## src/rtl/rc522_spi_responder.sv

```systemverilog
// SPI-slave model of the MFRC522 register interface: 64x8 register file, FIFODataReg-backed
// byte FIFO with a local preload port, and CommandReg write notification.
module rc522_spi_responder #(
    parameter int unsigned FIFO_DEPTH = 16,
    parameter logic [7:0]  VERSION    = 8'h92
) (
    input  logic       clk,
    input  logic       rst,
    input  logic       cs_n,
    input  logic       sck,
    input  logic       mosi,
    output logic       miso,
    output logic       miso_oe,
    input  logic       push_valid,
    input  logic [7:0] push_data,
    output logic       push_ready,
    output logic       cmd_valid,
    output logic [3:0] cmd_code,
    output logic [6:0] fifo_level
);

    localparam int unsigned PW = (FIFO_DEPTH > 1) ? $clog2(FIFO_DEPTH) : 1;
    localparam int unsigned LW = 7;

    localparam logic [5:0] ADDR_CMD  = 6'h01;
    localparam logic [5:0] ADDR_ERR  = 6'h06;
    localparam logic [5:0] ADDR_FIFO = 6'h09;
    localparam logic [5:0] ADDR_LVL  = 6'h0A;
    localparam logic [5:0] ADDR_VER  = 6'h37;

    typedef enum logic [1:0] {ST_IDLE, ST_SHIFT, ST_COMMIT} state_t;

    state_t          state_q, state_d;
    logic [2:0]      cs_sync, sck_sync;
    logic [1:0]      mosi_sync;
    logic [2:0]      bit_cnt;
    logic            hdr_done, rw_q;
    logic [5:0]      addr_q;
    logic [7:0]      rx_shift, tx_shift;
    logic [7:0]      regs [64];
    logic [7:0]      fifo_mem [FIFO_DEPTH];
    logic [PW-1:0]   wr_ptr, rd_ptr;
    logic [LW-1:0]   level;

    logic            cs_s, cs_fall, sck_rise, sck_fall;
    logic            frame_start, frame_end, commit;
    logic            do_read, do_write, spi_push, spi_pop, flush;
    logic            fifo_full, fifo_empty, local_push, push_en, ovfl_set;
    logic [5:0]      rd_addr;
    logic [7:0]      rd_data, push_byte;
    logic [PW-1:0]   mem_waddr;

    assign cs_s     = cs_sync[1];
    assign cs_fall  = cs_sync[2] & ~cs_sync[1];
    assign sck_rise = sck_sync[1] & ~sck_sync[2];
    assign sck_fall = ~sck_sync[1] & sck_sync[2];

    assign frame_start = (state_q == ST_IDLE) && cs_fall;
    assign frame_end   = (state_q != ST_IDLE) && cs_s;
    assign commit      = (state_q == ST_COMMIT) && !cs_s;

    // Byte 0 carries rw/addr; later bytes are either next read address or write data.
    assign rd_addr  = rx_shift[6:1];
    assign do_read  = commit && (hdr_done ? rw_q : rx_shift[7]);
    assign do_write = commit && hdr_done && !rw_q;

    assign fifo_full  = (level == LW'(FIFO_DEPTH));
    assign fifo_empty = (level == '0);
    assign spi_push   = do_write && (addr_q == ADDR_FIFO);
    assign spi_pop    = do_read && (rd_addr == ADDR_FIFO) && !fifo_empty;
    assign flush      = do_write && (addr_q == ADDR_LVL) && rx_shift[7];
    assign push_ready = !fifo_full && !spi_push;
    assign local_push = push_valid && push_ready;
    assign push_en    = local_push || (spi_push && !fifo_full);
    assign push_byte  = spi_push ? rx_shift : push_data;
    assign ovfl_set   = (spi_push || push_valid) && fifo_full;
    assign mem_waddr  = flush ? '0 : wr_ptr;

    assign miso       = tx_shift[7];
    assign fifo_level = level;

    // Two-flop synchronizers plus one history flop for edge detection.
    always_ff @(posedge clk) begin
        if (rst) begin
            cs_sync   <= '0;
            sck_sync  <= '0;
            mosi_sync <= '0;
        end else begin
            cs_sync   <= {cs_sync[1:0], cs_n};
            sck_sync  <= {sck_sync[1:0], sck};
            mosi_sync <= {mosi_sync[0], mosi};
        end
    end

    // Frame state register and output enable.
    always_ff @(posedge clk) begin
        if (rst) begin
            state_q <= ST_IDLE;
            miso_oe <= 1'b0;
        end else begin
            state_q <= state_d;
            miso_oe <= (state_d != ST_IDLE);
        end
    end

    // Next-state: a fresh cs_n fall opens a frame, each 8th sck rise commits a byte.
    always_comb begin
        state_d = state_q;
        case (state_q)
            ST_IDLE:   if (cs_fall) state_d = ST_SHIFT;
            ST_SHIFT: begin
                if (cs_s)                               state_d = ST_IDLE;
                else if (sck_rise && bit_cnt == 3'd7)  state_d = ST_COMMIT;
            end
            ST_COMMIT: state_d = cs_s ? ST_IDLE : ST_SHIFT;
            default:   state_d = ST_IDLE;
        endcase
    end

    // Read data mux for the tx_shift load.
    always_comb begin
        rd_data = regs[rd_addr];
        case (rd_addr)
            ADDR_FIFO: rd_data = fifo_empty ? 8'h00 : fifo_mem[rd_ptr];
            ADDR_LVL:  rd_data = {1'b0, level};
            ADDR_VER:  rd_data = VERSION;
            default:   ;
        endcase
    end

    // Shift registers, bit counter and per-frame header capture.
    always_ff @(posedge clk) begin
        if (rst) begin
            bit_cnt  <= '0;
            hdr_done <= 1'b0;
            rw_q     <= 1'b0;
            addr_q   <= '0;
            rx_shift <= '0;
            tx_shift <= '0;
        end else if (frame_start || frame_end) begin
            bit_cnt  <= '0;
            hdr_done <= 1'b0;
            tx_shift <= '0;
        end else if (state_q == ST_SHIFT) begin
            if (sck_rise) begin
                rx_shift <= {rx_shift[6:0], mosi_sync[1]};
                bit_cnt  <= bit_cnt + 3'd1;
            end
            if (sck_fall && bit_cnt != 3'd0) tx_shift <= {tx_shift[6:0], 1'b0};
        end else if (commit) begin
            hdr_done <= 1'b1;
            if (!hdr_done) begin
                rw_q   <= rx_shift[7];
                addr_q <= rx_shift[6:1];
            end
            tx_shift <= do_read ? rd_data : 8'h00;
        end
    end

    // Register file writes, ErrorReg overflow flag and CommandReg notification.
    always_ff @(posedge clk) begin
        if (rst) begin
            for (int i = 0; i < 64; i++) regs[i] <= '0;
            cmd_valid <= 1'b0;
            cmd_code  <= '0;
        end else begin
            cmd_valid <= do_write && (addr_q == ADDR_CMD);
            if (do_write) begin
                case (addr_q)
                    ADDR_CMD: begin
                        regs[ADDR_CMD] <= rx_shift;
                        cmd_code       <= rx_shift[3:0];
                    end
                    ADDR_ERR:                     regs[ADDR_ERR] <= regs[ADDR_ERR] & ~rx_shift;
                    ADDR_FIFO, ADDR_LVL, ADDR_VER: ;
                    default:                      regs[addr_q] <= rx_shift;
                endcase
            end
            if (flush)    regs[ADDR_ERR][4] <= 1'b0;
            if (ovfl_set) regs[ADDR_ERR][4] <= 1'b1;
        end
    end

    // FIFO storage; a flush with a same-cycle local push restarts at slot 0.
    always_ff @(posedge clk) begin
        if (push_en) fifo_mem[mem_waddr] <= push_byte;
    end

    // FIFO pointers and occupancy.
    always_ff @(posedge clk) begin
        if (rst) begin
            wr_ptr <= '0;
            rd_ptr <= '0;
            level  <= '0;
        end else if (flush) begin
            rd_ptr <= '0;
            wr_ptr <= local_push ? PW'(1) : '0;
            level  <= local_push ? LW'(1) : '0;
        end else begin
            if (push_en) wr_ptr <= wr_ptr + PW'(1);
            if (spi_pop) rd_ptr <= rd_ptr + PW'(1);
            level <= level + LW'(push_en) - LW'(spi_pop);
        end
    end

endmodule

```

## config.mk

```make
export PLATFORM = sky130hd
export DESIGN_NAME = rc522_spi_responder
export DESIGN_NICKNAME = d
export VERILOG_FILES = /design/src/rtl/rc522_spi_responder.sv
export SDC_FILE = /design/constraint.sdc
export NUM_CORES = 1
export LEC_CHECK = 0
export ABC_CLOCK_PERIOD_IN_PS = 5800
export BUFFER_PORTS_ARGS = -buffer_cell sky130_fd_sc_hd__buf_2
export CAP_MARGIN = 20
export CORE_MARGIN = 2
export CORE_UTILIZATION = 53
export CTS_BUF_LIST = sky130_fd_sc_hd__clkbuf_8
export DETAILED_ROUTE_END_ITERATION = 10
export GPL_TIMING_DRIVEN = 0
export PLACE_DENSITY = 0.72
export SLEW_MARGIN = 20
export SYNTH_ARGS = -nofsm -noshare
export SYNTH_HDL_FRONTEND = slang
export SYNTH_SLANG_ARGS = --single-unit
```

## constraint.sdc

```tcl
create_clock -name clk -period 5.8 [get_ports clk]
set_input_delay 0.29 -clock clk [delete_from_list [all_inputs] [get_ports clk]]
set_output_delay 0.29 -clock clk [all_outputs]
set_load 0.02 [all_outputs]
```

# --- Word level (Yosys, flattened, before mapping) ---
# Memories as Yosys holds them, arrays and structs flattened. A register that Yosys moved wholly into a read port is not among the register bits.
# Cells that the tools add are included.
totals:
  mem_bits_rw: 640
  inputBits: 14
  out_inout_bits: 15
  memories: 2
  ff_bits: 58
  elab_cells: 147
memory_table:
  columns: ["memory", "words", "width", "read_ports", "rd_ports_with_merged_regs", "write_ports", "line_no", "source"]
  rows:
  - ["regs", 64, 8, 2, 1, 64, "40", "logic [7:0] regs [64];"]
  - ["fifo_mem", 16, 8, 1, 1, 1, "41", "logic [7:0] fifo_mem [FIFO_DEPTH];"]
classes:
  n_mux: 52
  bitwise: 15
  reduce_logical: 44
  eq_ne: 13
  n_addsub: 5
ops:
  columns: ["op", "count"]
  rows:
  - ["two-way mux 8 bit", 9]
  - ["two-way mux 1 bit", 29]
  - ["equality test 6 x 4 -> 1 bit, second input constant", 4]
  - ["one-hot mux 8 bit (3 select lines)", 1]
  - ["two-way mux 4 bit", 5]
  - ["logical AND 1 bit", 18]
  - ["two-way mux 6 bit", 3]
  - ["equality test 6 bit, second input constant", 2]
  - ["adder 4 x 1 -> 4 bit, second input constant", 2]
  - ["bitwise AND 8 bit", 1]
  - ["inverter 8 bit", 1]
  - ["AND reduction 2 bit", 4]
  - ["nonzero test 2 bit", 4]
  - ["OR reduction 8 bit", 1]
  - ["adder 7 x 1 -> 7 bit", 1]
  - ["equality test 7 x 5 -> 1 bit, second input constant", 1]
  - ["zero test 7 bit", 1]
  - ["two-way mux 7 bit", 1]
  - ["subtractor 7 x 1 -> 7 bit", 1]
  - ["equality test 6 x 1 -> 1 bit, second input constant", 1]
  - ["equality test 6 x 3 -> 1 bit, second input constant", 1]
  - ["two-way mux 2 bit", 3]
  - ["inverter 1 bit", 6]
  - ["one-hot mux 2 bit (3 select lines)", 1]
  - ["other kinds (15)", 28]

# --- Longest topological paths before layout ---
logic_depth:
  ltp_word: 12
  mapped_depth: 15
  depth_no_buf: 15

# --- Least setup slack after synthesis ---
# OpenSTA, ideal clock, no wires.
synth_timing:
  path_type: "register to register"
  from: "register level[2] (netlist: fifo_level[2])"
  to: "register level[6] (netlist: fifo_level[6])"
  period_less_slack_ns: 3.357
  n_path_buf: 1
  arrival_time_ns: 3.288
  required_ns: 5.730
  path_slack_ns: 2.443
  path_stages_with_launch: 16
  setup_ns: 0.070
  path_cell_list: "dfxtp_1 inv_1 ha_1 or4b_1 o2111a_1 buf_2 ha_1 inv_1 ha_1 fa_1 a21oi_1 o21bai_1 a21oi_1 nor2_1 or3_1 a21oi_1"
synth_via:
  word_cells_on_any_way: 12
  classes_between: "2 x add/sub; 1 x eq/ne; 1 x mux; 8 x reduce/logical"
synth_rtl:
  columns: ["item", "line_no", "source"]
  rows:
  - ["from (decl)", "43", "logic [LW-1:0] level;"]
  - ["from (signal assigned)", "198", "level <= local_push ? LW'(1) : '0;"]
  - ["from (signal assigned)", "202", "level <= level + LW'(push_en) - LW'(spi_pop);"]
  - ["zero test 7 bit", "68", "assign fifo_empty = (level == '0);"]
  - ["zero test 1 bit", "70", "assign spi_pop = do_read && (rd_addr == ADDR_FIFO) && !fifo_empty;"]
  - ["logical AND 1 bit", "70", null]
  - ["via spi_pop", "47", "logic do_read, do_write, spi_push, spi_pop, flush;"]
  - ["subtractor 7 x 1 -> 7 bit", "202", null]
  - ["two-way mux 7 bit", "195", "end else if (flush) begin"]
# The timed path passes the listed nets, and every way through them passes these cells.
# A chain may end at the register's enable or synchronous reset.

==> results.md <==
- Register bit total from synthesis: 708
- TritonCTS buffer count: 114
- Reg power frac: 56.2%
- LEAKAGE: 0.0115 uW
- IO Port Bufs: 28
- Synth top area share: 60.3%
- I/O Pins: 29
- Slew HR: 15.9%
- Avg WL per Cell: 30.6 um
- Clk buf depth: 3
- CP required: 6460 ps
- # setup viols final: 0
- Hold crit path type: in2reg
- Clock Pin Slew Worst Setup and Hold Paths: 60 ps
- Max H-tree Level: 3
- PwrDens: 297 mW/mm^2
- Core Region: 0.0592 mm^2
- Via count of the first global-routing pass: 20,900
- Initial antenna violation count: 6
- Clk Latency, worst-skew pair: 760 ps
- Area leader, netlist: edfxtp_1
- Cell area after synthesis: 0.0319 mm^2
- Initial DRC count: 2,960
- Gpl congestion: 0.997
- Row count: 89
- Root Buffer: clkbuf_8
- Fin crit period: 4200 ps
- Asr flop ratio synth: 0%
- Status: finished clean
- Final period util: 72.5%
- Worst setup path class: reg2reg
- CP Capture Type: flip-flop
- CP Data Arrival Time: 4860 ps
- Finished Layout Cells: 3,320
- Die H: 249 um
- Max Clk Rate: 238 MHz
- Routed wire length: 101 mm
- Post-synth top flop: edfxtp_1
- Total power: 10,500 uW
- Sequential-to-total area share from yosys stat: 64.5%
- Final Hold Viols: 0
- Global-route usage over all layers: 32.4%
- Crit Path Max Fanout: 10
- Largest net degree at the start of global routing: 17
- DRC Markers: 0
- Most frequent cell after synthesis: edfxtp_1
- First-pass GRT wire length: 143 mm
- Setup Skew: 58.2 ps
- Netlist cell types: 72
- Setup tns final: 0 ps
- Synth area leaders: edfxtp_1 60%, and2_1 8.3%, mux2i_1 7.1%
- Psw: 2510 uW
- TritonCTS clock tree: yes
- Final-report max-slew violation count: 0
- Power Internal: 7960 uW
- Hpwl dp: 69.9 mm
- Worst VDD drop: 0.271 mV
- Worst-margin pin slew: 1260 ps
- Syn_area_per_cell: 14.1 um^2
- Max Cap Viol: 0
- Combinational power share: 5.2%
- YS warnings: 0
- Congestion Overflow GR: 0
- Starting Density: 53.8%
- Vias after detailed routing: 21,200
- Die X: 249 um
- Clk sink count: 708
- Placed cells: 3,095
- RSZ-0062 raised after global routing: false
- Most instantiated cells after synthesis: 640 x edfxtp_1, 422 x and2_1, 226 x mux2i_1
- 1st-pass router iterations: 9
- Final net count: 2,473
- Number of synthesized flops with an enable pin: 640
- Clock power share: 38.6%
- Die area: 0.0621 mm^2
- Area Overhead vs Synth: 10.7%
- Critical path startpoint category: flip-flop
- Vias per cell: 6.40
- Post-Syn Instances: 2,268
- Switch share: 24.0%
- Number of gates resized after CTS: 0
- Layout cells sized above 1: 14.5%
- DRT antenna net count: 0
[registers in the layout, summed over array words and instances, names as in the netlist, 4 cells and up, named ones only]
name and cells:
addr_q 6, tx_shift 8, regs 512, wr_ptr 4
fifo_level 7, cmd_code 4, fifo_mem 128, rd_ptr 4
rx_shift 8
[power groups by stage]
| stage | logic, uW | registers, uW | clock network, uW |
|---|---|---|---|
| 2_1_floorplan | 350 | 5960 | 0 |
| 3_3_place_gp | 513 | 5970 | 0 |
| 3_5_place_dp | 535 | 5990 | 0 |
| 4_1_cts | 540 | 5880 | 4020 |
| 5_1_grt | 586 | 5900 | 4240 |
| 6_report | 550 | 5880 | 4040 |
[cells by family after synthesis]
kind of cell / count (synthesis) / synth area share, %
AND/OR/NAND/NOR: 778 / 14.2
flip-flops: 708 / 64.5
multiplexers: 304 / 12.1
AO/OA/AOI/OAI: 251 / 5.27
buffers and inverters: 199 / 2.87
adder cells (fa/ha/maj): 15 / 0.612
XOR/XNOR: 12 / 0.330
other: 1 / 0.0118
[worst max-delay path, cell delays in order (launching register included)]
cell and delay, ps:
dfxtp_1 290, buf_2 280, nor2_1 190, clkbuf_1 790
clkbuf_1 1000, a22oi_1 270, a31oi_1 510, nand4_1 420
a31o_1 340
[area by class of cell]
cell class | count | area [um^2]
tap | 773 | 967
inverter | 19 | 71.3
timing repair buffer | 37 | 223
multi-input combinational | 1384 | 10500
fill | 4607 | 23900
clock buffer | 118 | 1620
clock inverter | 94 | 477
sequential | 708 | 20600
buffer | 180 | 851
antenna | 7 | 17.5
[per-layer routing]
| metal | track usage, % | share of wire, % |
|---|---|---|
| met1 | 40.9 | 36 |
| met4 | 18.9 | 6.7 |
| met2 | 48.4 | 44 |
| met5 | 0.772 | 0.077 |
| met3 | 11.5 | 14 |
[layout by cell type, fill, tap and decap left out, types with 25 or more instances in the layout]
cell / n
a21oi_1: 25
a22oi_1: 94
and2_1: 422
buf_2: 59
clkbuf_1: 109
clkbuf_8: 118
dfxtp_1: 68
edfxtp_1: 640
inv_1: 61
mux2i_1: 226
mux4_2: 65
nand2_1: 41
nand3_1: 41
nor2_1: 103
nor3_1: 47
o21ai_1: 56
[stage by stage]
| stage | setup slack, ps | area [um^2] | hold WS [ps] | utilization [%] |
|---|---|---|---|---|
| after floorplan | 2440 | 32000 | 370 | - |
| after global placement | 1860 | 33100 | 424 | 55.8 |
| after detailed placement | 1910 | 33100 | 436 | 55.9 |
| after CTS | 1890 | 35300 | 48.9 | 59.6 |
| after global routing | 1810 | 35300 | 113 | 59.6 |
| final | 1600 | 35300 | 97.6 | 59.6 |
[what timing repair did]
action,in CTS,in global routing
hold buffers,5,0
endpoints found under the setup margin,0,0
buffers inserted,0,0
hold endpoints to repair,9,0
[path summary, 6_finish.rpt]
check | cells past startpoint | from | end | slack (ps)
worst min register to register | 1 | sck_sync[0] | sck_sync[1] | 450
worst max-delay path | 8 | flip-flop | tx_shift[3] | 1600
worst min-delay path | 2 | push_data[0] | fifo_mem[13][0] | 100
worst max register to register | 8 | flip-flop | tx_shift[3] | 1600
Note: power is estimated with default switching activity, not from simulation.
